### src/rtl/bram_a_port_arbiter.sv
// Shares BRAM A port 0 between the operand reader and the write-back stream.
// Reads always own the port; write-back rows wait in a small FIFO and drain
// into cycles where the reader is idle. Write addresses are generated from the
// latched output base, and completion is reported once every expected row has
// been either committed to the BRAM or dropped on overflow.
module bram_a_port_arbiter #(
  parameter int AWIDTH       = 10,
  parameter int DWIDTH       = 8,
  parameter int MAT_MUL_SIZE = 4,
  parameter int MASK_WIDTH   = 4,
  parameter int FIFO_DEPTH   = 4,
  parameter int CWIDTH       = 8
) (
  input  logic                                clk,
  input  logic                                reset,
  input  logic                                i_start,
  input  logic [AWIDTH-1:0]                   i_base_addr,
  input  logic [CWIDTH-1:0]                   i_expected_rows,
  input  logic                                i_rd_en,
  input  logic [AWIDTH-1:0]                   i_rd_addr,
  input  logic                                i_wr_valid,
  input  logic [MAT_MUL_SIZE*DWIDTH-1:0]      i_wr_data,
  output logic [AWIDTH-1:0]                   o_bram_addr,
  output logic [MAT_MUL_SIZE*DWIDTH-1:0]      o_bram_wdata,
  output logic [MASK_WIDTH-1:0]               o_bram_we,
  output logic [$clog2(FIFO_DEPTH):0]         o_fifo_count,
  output logic                                o_wr_overflow,
  output logic                                o_wr_done
);

  localparam int PW    = $clog2(FIFO_DEPTH);
  localparam int CNTW  = PW + 1;
  localparam int DATAW = MAT_MUL_SIZE * DWIDTH;

  // FIFO storage; pointers carry one extra wrap bit so full/empty are distinct
  logic [AWIDTH-1:0] r_addr_mem [FIFO_DEPTH];
  logic [DATAW-1:0]  r_data_mem [FIFO_DEPTH];
  logic [CNTW-1:0]   r_wptr, r_rptr;

  logic [AWIDTH-1:0] r_base;
  logic [CWIDTH-1:0] r_expected;
  logic [CWIDTH-1:0] r_push_cnt, r_commit_cnt, r_drop_cnt;
  logic              r_seen_start;
  logic              r_overflow;
  logic              r_done;

  logic [CNTW-1:0]   w_count;
  logic              w_empty, w_full;
  logic              w_pop, w_push, w_drop;
  logic [AWIDTH-1:0] w_base;
  logic [CWIDTH-1:0] w_pcnt;
  logic [AWIDTH-1:0] w_push_addr;
  logic [PW-1:0]     w_widx;
  logic [CNTW-1:0]   w_wptr_n, w_rptr_n;
  logic [CWIDTH-1:0] w_commit_n, w_drop_n, w_expected_n;
  logic [CWIDTH:0]   w_sum_n;
  logic              w_seen_n, w_done_n, w_overflow_n;

  assign w_count = r_wptr - r_rptr;
  assign w_empty = (w_count == '0);
  assign w_full  = (w_count == CNTW'(FIFO_DEPTH));

  // A start flushes the queue, so nothing may leave it in that cycle.
  assign w_pop  = !i_rd_en && !w_empty && !i_start;
  // After a flush there is always room; otherwise a pop frees the slot in time.
  assign w_push = i_wr_valid && (i_start || !w_full || w_pop);
  assign w_drop = i_wr_valid && !w_push;

  // A row arriving with start uses the new base at row index zero.
  assign w_base      = i_start ? i_base_addr : r_base;
  assign w_pcnt      = i_start ? '0 : r_push_cnt;
  assign w_push_addr = w_base + AWIDTH'(w_pcnt * MAT_MUL_SIZE);
  assign w_widx      = i_start ? '0 : r_wptr[PW-1:0];

  // Next-state view of the queue and counters, used to register wr_done so it
  // reflects the state right after this edge.
  always_comb begin
    w_wptr_n     = (i_start ? '0 : r_wptr) + CNTW'(w_push);
    w_rptr_n     = (i_start ? '0 : r_rptr) + CNTW'(w_pop);
    w_commit_n   = (i_start ? '0 : r_commit_cnt) + CWIDTH'(w_pop);
    w_drop_n     = (i_start ? '0 : r_drop_cnt) + CWIDTH'(w_drop);
    w_expected_n = i_start ? i_expected_rows : r_expected;
    w_seen_n     = r_seen_start || i_start;
    w_sum_n      = {1'b0, w_commit_n} + {1'b0, w_drop_n};
    w_overflow_n = (r_overflow && !i_start) || w_drop;
    w_done_n     = (r_done && !i_start) ||
                   (w_seen_n && (w_sum_n == {1'b0, w_expected_n}) && (w_wptr_n == w_rptr_n));
  end

  // Port mux: reader has priority; a buffered row drains only on idle cycles.
  always_comb begin
    o_bram_addr  = i_rd_addr;
    o_bram_wdata = '0;
    o_bram_we    = '0;
    if (w_pop) begin
      o_bram_addr  = r_addr_mem[r_rptr[PW-1:0]];
      o_bram_wdata = r_data_mem[r_rptr[PW-1:0]];
      o_bram_we    = '1;
    end
  end

  // FIFO payload write; contents need no reset since pointers gate all reads.
  always_ff @(posedge clk) begin
    if (w_push) begin
      r_addr_mem[w_widx] <= w_push_addr;
      r_data_mem[w_widx] <= i_wr_data;
    end
  end

  // Control state: pointers, counters, latched job parameters and status flags.
  always_ff @(posedge clk) begin
    if (reset) begin
      r_wptr       <= '0;
      r_rptr       <= '0;
      r_base       <= '0;
      r_expected   <= '0;
      r_push_cnt   <= '0;
      r_commit_cnt <= '0;
      r_drop_cnt   <= '0;
      r_seen_start <= 1'b0;
      r_overflow   <= 1'b0;
      r_done       <= 1'b0;
    end else begin
      r_wptr       <= w_wptr_n;
      r_rptr       <= w_rptr_n;
      r_base       <= w_base;
      r_expected   <= w_expected_n;
      // Counts every offered row, dropped or not, so later addresses stay right.
      r_push_cnt   <= w_pcnt + CWIDTH'(i_wr_valid);
      r_commit_cnt <= w_commit_n;
      r_drop_cnt   <= w_drop_n;
      r_seen_start <= w_seen_n;
      r_overflow   <= w_overflow_n;
      r_done       <= w_done_n;
    end
  end

  assign o_fifo_count  = w_count;
  assign o_wr_overflow = r_overflow;
  assign o_wr_done     = r_done;

endmodule
### config.mk
export PLATFORM = sky130hd
export DESIGN_NAME = bram_a_port_arbiter
export DESIGN_NICKNAME = d
export VERILOG_FILES = /design/src/rtl/bram_a_port_arbiter.sv
export SDC_FILE = /design/constraint.sdc
export NUM_CORES = 1
export LEC_CHECK = 0
export BUFFER_PORTS_ARGS = -buffer_cell sky130_fd_sc_hd__clkbuf_2
export CAP_MARGIN = 40
export CORE_MARGIN = 2
export CORE_UTILIZATION = 45
export CTS_CLUSTER_DIAMETER = 100
export DETAILED_ROUTE_END_ITERATION = 7
export GPL_ROUTABILITY_DRIVEN = 0
export HOLD_SLACK_MARGIN = 0.05
export PLACE_DENSITY = 0.73
export SETUP_SLACK_MARGIN = 0.05
export SLEW_MARGIN = 30
export SYNTH_ARGS = -nofsm -noshare
export SYNTH_HDL_FRONTEND = slang
export SYNTH_SLANG_ARGS = --single-unit
### constraint.sdc
create_clock -name clk -period 6.4 [get_ports clk]
set_input_delay 0.96 -clock clk [delete_from_list [all_inputs] [get_ports clk]]
set_output_delay 0.96 -clock clk [all_outputs]
set_load 0.05 [all_outputs]
==> metrics.md <==
| Metric | Value |
|---|---|
| Vias in the first global route | `5,422` |
| Vias | `5,346` |
| DP Area | `slightly above 10,000 sq um` |
| Post-CTS Setup Inserts | `0` |
| Num rows | `52` |
| Mean Syn Cell Area | `15.5 sq um` |
| Startpoint type of the worst setup path | `register` |
| Rel. slew slack | `54.7%` |
| Gate Count Post-Synth | `about 610` |
| Area Growth Syn to Fin | `16.9%` |
| Critical path arrival | `~5 ns` |
| Vias per std cell | `5.29` |
| Synth Warn # | `0` |
| Initial Util | `46.2%` |
| Setup Total Neg Slack | `0 ns` |
| Clock Sink Count | `219` |
| Crit Path Max Fanout | `23` |
| CTS tree | `yes` |
| Pwr per Cell Area | `around 290 nW/um^2` |
| CTS Buf Count | `23` |
| CTS root buf | `clkbuf_16` |
| Antenna Cells | `0` |
| Initial antenna violation count | `0` |
| Post-Layout Inst Area | `roughly 11,000 sq um` |
| Post-synth top area cell | `edfxtp_1` |
| Top_reg_cell synth | `edfxtp_1` |
| Status | `completed` |
| Kind of critical path | `register to register` |
| Async S/R FF share, synth | `0%` |
| RSZ-0062 raised after global routing | `no` |
| Grt total ovfl | `0` |
| Tightest Pin Transition | `0.680 ns` |
| # IOs | `116` |
| Mapped Area | `9430 sq um` |
| Final nets | `818` |
| Final setup viols | `0` |
| R2R setup slack | `1.84 ns` |
| Syn nets | `701` |
| H-tree Lvls | `1` |
| CP startpoint | `r_rptr[0]` |
| Top post-synthesis cells by area | `edfxtp_1, dfxtp_1, mux4_2` |
| Ratio of final minimum period to clock period | `71.2%` |
| Clock slew at reported path FFs | `0.07 ns` |
| Reg2reg path depth | `17` |
| Gr usage total | `16.1%` |
| HP Class | `register to register` |
| Post-DP HPWL | `roughly 12 mm` |
| Clk Latency, worst-skew pair | `0.52 ns` |
| Static Leakage | `4.13 nW` |
| Die Y | `149 um` |
| Reg-to-Reg End | `o_wr_done` |
| PortBufs | `~120` |
| Post-CTS sizing | `0` |
| Fmax | `219 MHz` |
| Routed Antenna Nets | `0` |
| Die area | `22,100 sq um` |
| Fillers | `1,644` |
| Synth top area share | `~54%` |
| WL/cell | `17.8 um` |
| Worst VDD drop | `0.185 mV` |
| Crit path time final | `4.56 ns` |
| Crit Reg-Reg Startpoint | `r_rptr[0]` |
| CP required | `6.82 ns` |
| Seq. cell area | `about 6100 sq um` |
| WL final | `18.0 mm` |
| Nature of the critical path endpoint | `register` |
| Final hold vios | `0` |
| Worst setup path endpoint | `o_wr_done` |
| Multi-input gate area in the final layout | `3150 sq um` |
| Cts hold-fix bufs | `0` |
| Number of enable flip-flop cells after synthesis | `168` |
| DRT iter0 DRCs | `380` |
| Layout cells sized above 1 | `31.0%` |
| Core area | `20,400 sq um` |
| DRT Pass-1 Iters | `5` |
| Slew Limit Fails | `0` |
| Max-cap check violation count | `0` |
| Residual DRC count | `0` |
| Largest net degree at the start of global routing | `between 50 and 60` |
| Die X | `149 um` |
| Max Buffers Root-to-Sink | `3` |
| Synth Register Bits | `219` |
| Clock skew | `between 0.009 and 0.01 ns` |
| First-pass GRT wire length | `28.2 mm` |
| Count of cell types in the netlist | `43` |
| Seq/Total Area, Yosys | `64.3%` |
==> registers in the layout, indices dropped and copies added (netlist names) <==
name and count:
r_base 10, r_rptr 3, o_wr_overflow 1, o_wr_done 1, r_wptr 3, r_drop_cnt 8
r_expected 8, r_data_mem 128, r_commit_cnt 8, r_addr_mem 40, r_push_cnt 8, r_seen_start 1
==> power breakdown <==
group	leakage (nW)	switching [mW]	internal [mW]
logic	1.80	0.176	0.109
registers	1.96	0.0140	1.57
clock network	0.364	0.545	0.749
==> kinds of logic after synthesis <==
kind of cell	Yosys count	synth area share, %
XOR/XNOR	44	4.09
AND/OR/NAND/NOR	171	9.65
flip-flops	219	64.3
adder cells (fa/ha/maj)	29	4.09
buffers and inverters	49	2.57
multiplexers	70	13.6
AO/OA/AOI/OAI	25	1.71
==> worst min path at each step <==
stage / depth (start not counted) / from / endpoint
final: 2 / r_base[9] / r_base[9]
after global routing: 2 / o_wr_done / o_wr_done
after detailed placement: 2 / o_wr_done / o_wr_done
after global placement: 2 / r_seen_start / r_seen_start
after floorplan: 2 / r_seen_start / r_seen_start
after CTS: 2 / o_wr_done / o_wr_done
==> worst max-delay path, cell delays in order (launching register included) <==
cell,delay [ns]
dfxtp_4,0.48
buf_12,0.25
ha_1,0.20
fa_1,0.38
xor2_1,0.21
a311o_2,0.43
inv_1,0.17
ha_1,0.25
ha_1,0.21
nand3_1,0.12
xor2_1,0.20
nor2_1,0.07
ha_1,0.39
xnor2_1,0.34
xnor2_1,0.17
nor4b_2,0.22
o2111ai_1,0.13
o31ai_1,0.25
==> Yosys cell counts, types with 2 or more instances <==
cell type  count
mux4_2        42
xnor2_1       29
clkbuf_1      16
a21oi_1        8
ha_1          26
nand3_1       12
and2b_1       10
inv_1         17
mux2_4         7
o21ai_0        4
buf_4          5
buf_2          7
a21o_1         2
xor2_1        15
nand4_1        4
nor2b_1       55
and3_1         6
nand2_1       14
nor3_1        15
buf_6          2
o2111ai_1      2
dfxtp_1       51
nor2_1        47
a21boi_0       3
edfxtp_1     168
mux2i_1        9
mux2_2        11
nor3b_1        2
nand2b_1       2
fa_1           3
==> layout make-up <==
cell class | count | share of cell area, %
inverter | 17 | 0.579
clock inverter | 17 | 1.45
multi-input combinational | 339 | 28.6
timing repair buffer | 124 | 5.95
sequential | 219 | 55.1
tap | 270 | 3.07
clock buffer | 25 | 5.29
==> stage by stage <==
stage	total power, mW	hold WS, ns	util, %	setup WS, ns	std cells
after floorplan	1.83	0.448	-	1.11	607
after global placement	1.90	0.464	50.2	2.00	968
after detailed placement	1.91	0.472	50.3	1.90	969
after CTS	3.20	0.490	53.9	1.84	1011
after global routing	3.27	0.516	53.9	1.52	1011
final	3.17	0.493	53.9	1.84	1011
==> per-layer routing <==
| metal | vias up | part of all wire [%] | GRT usage, % |
|---|---|---|---|
| li1 | 2470 | - | - |
| met1 | 2663 | 41 | 21.0 |
| met2 | 186 | 50 | 28.1 |
| met3 | 27 | 6.4 | 3.12 |
| met4 | 0 | 2.2 | 4.24 |
| met5 | - | 0 | 0 |
==> placed cells by master (no fill, tap or decap), types with 4 or more instances in the layout <==
master and n:
inv_1 17, and3_1 5, mux2_2 11, clkinv_1 4, ha_1 26, o21ai_0 4, xor2_1 15, nand3_1 12
mux2i_1 9, clkbuf_2 115, xnor2_1 29, buf_4 8, nor2b_1 55, dfxtp_1 49, edfxtp_1 168, nand4_1 4
mux2_4 7, nand2_1 14, clkbuf_16 23, mux4_2 42, a21oi_1 8, nor2_1 45, nor3_1 15, and2b_1 10
clkinv_2 6
Note: power is estimated with default switching activity, not from simulation.
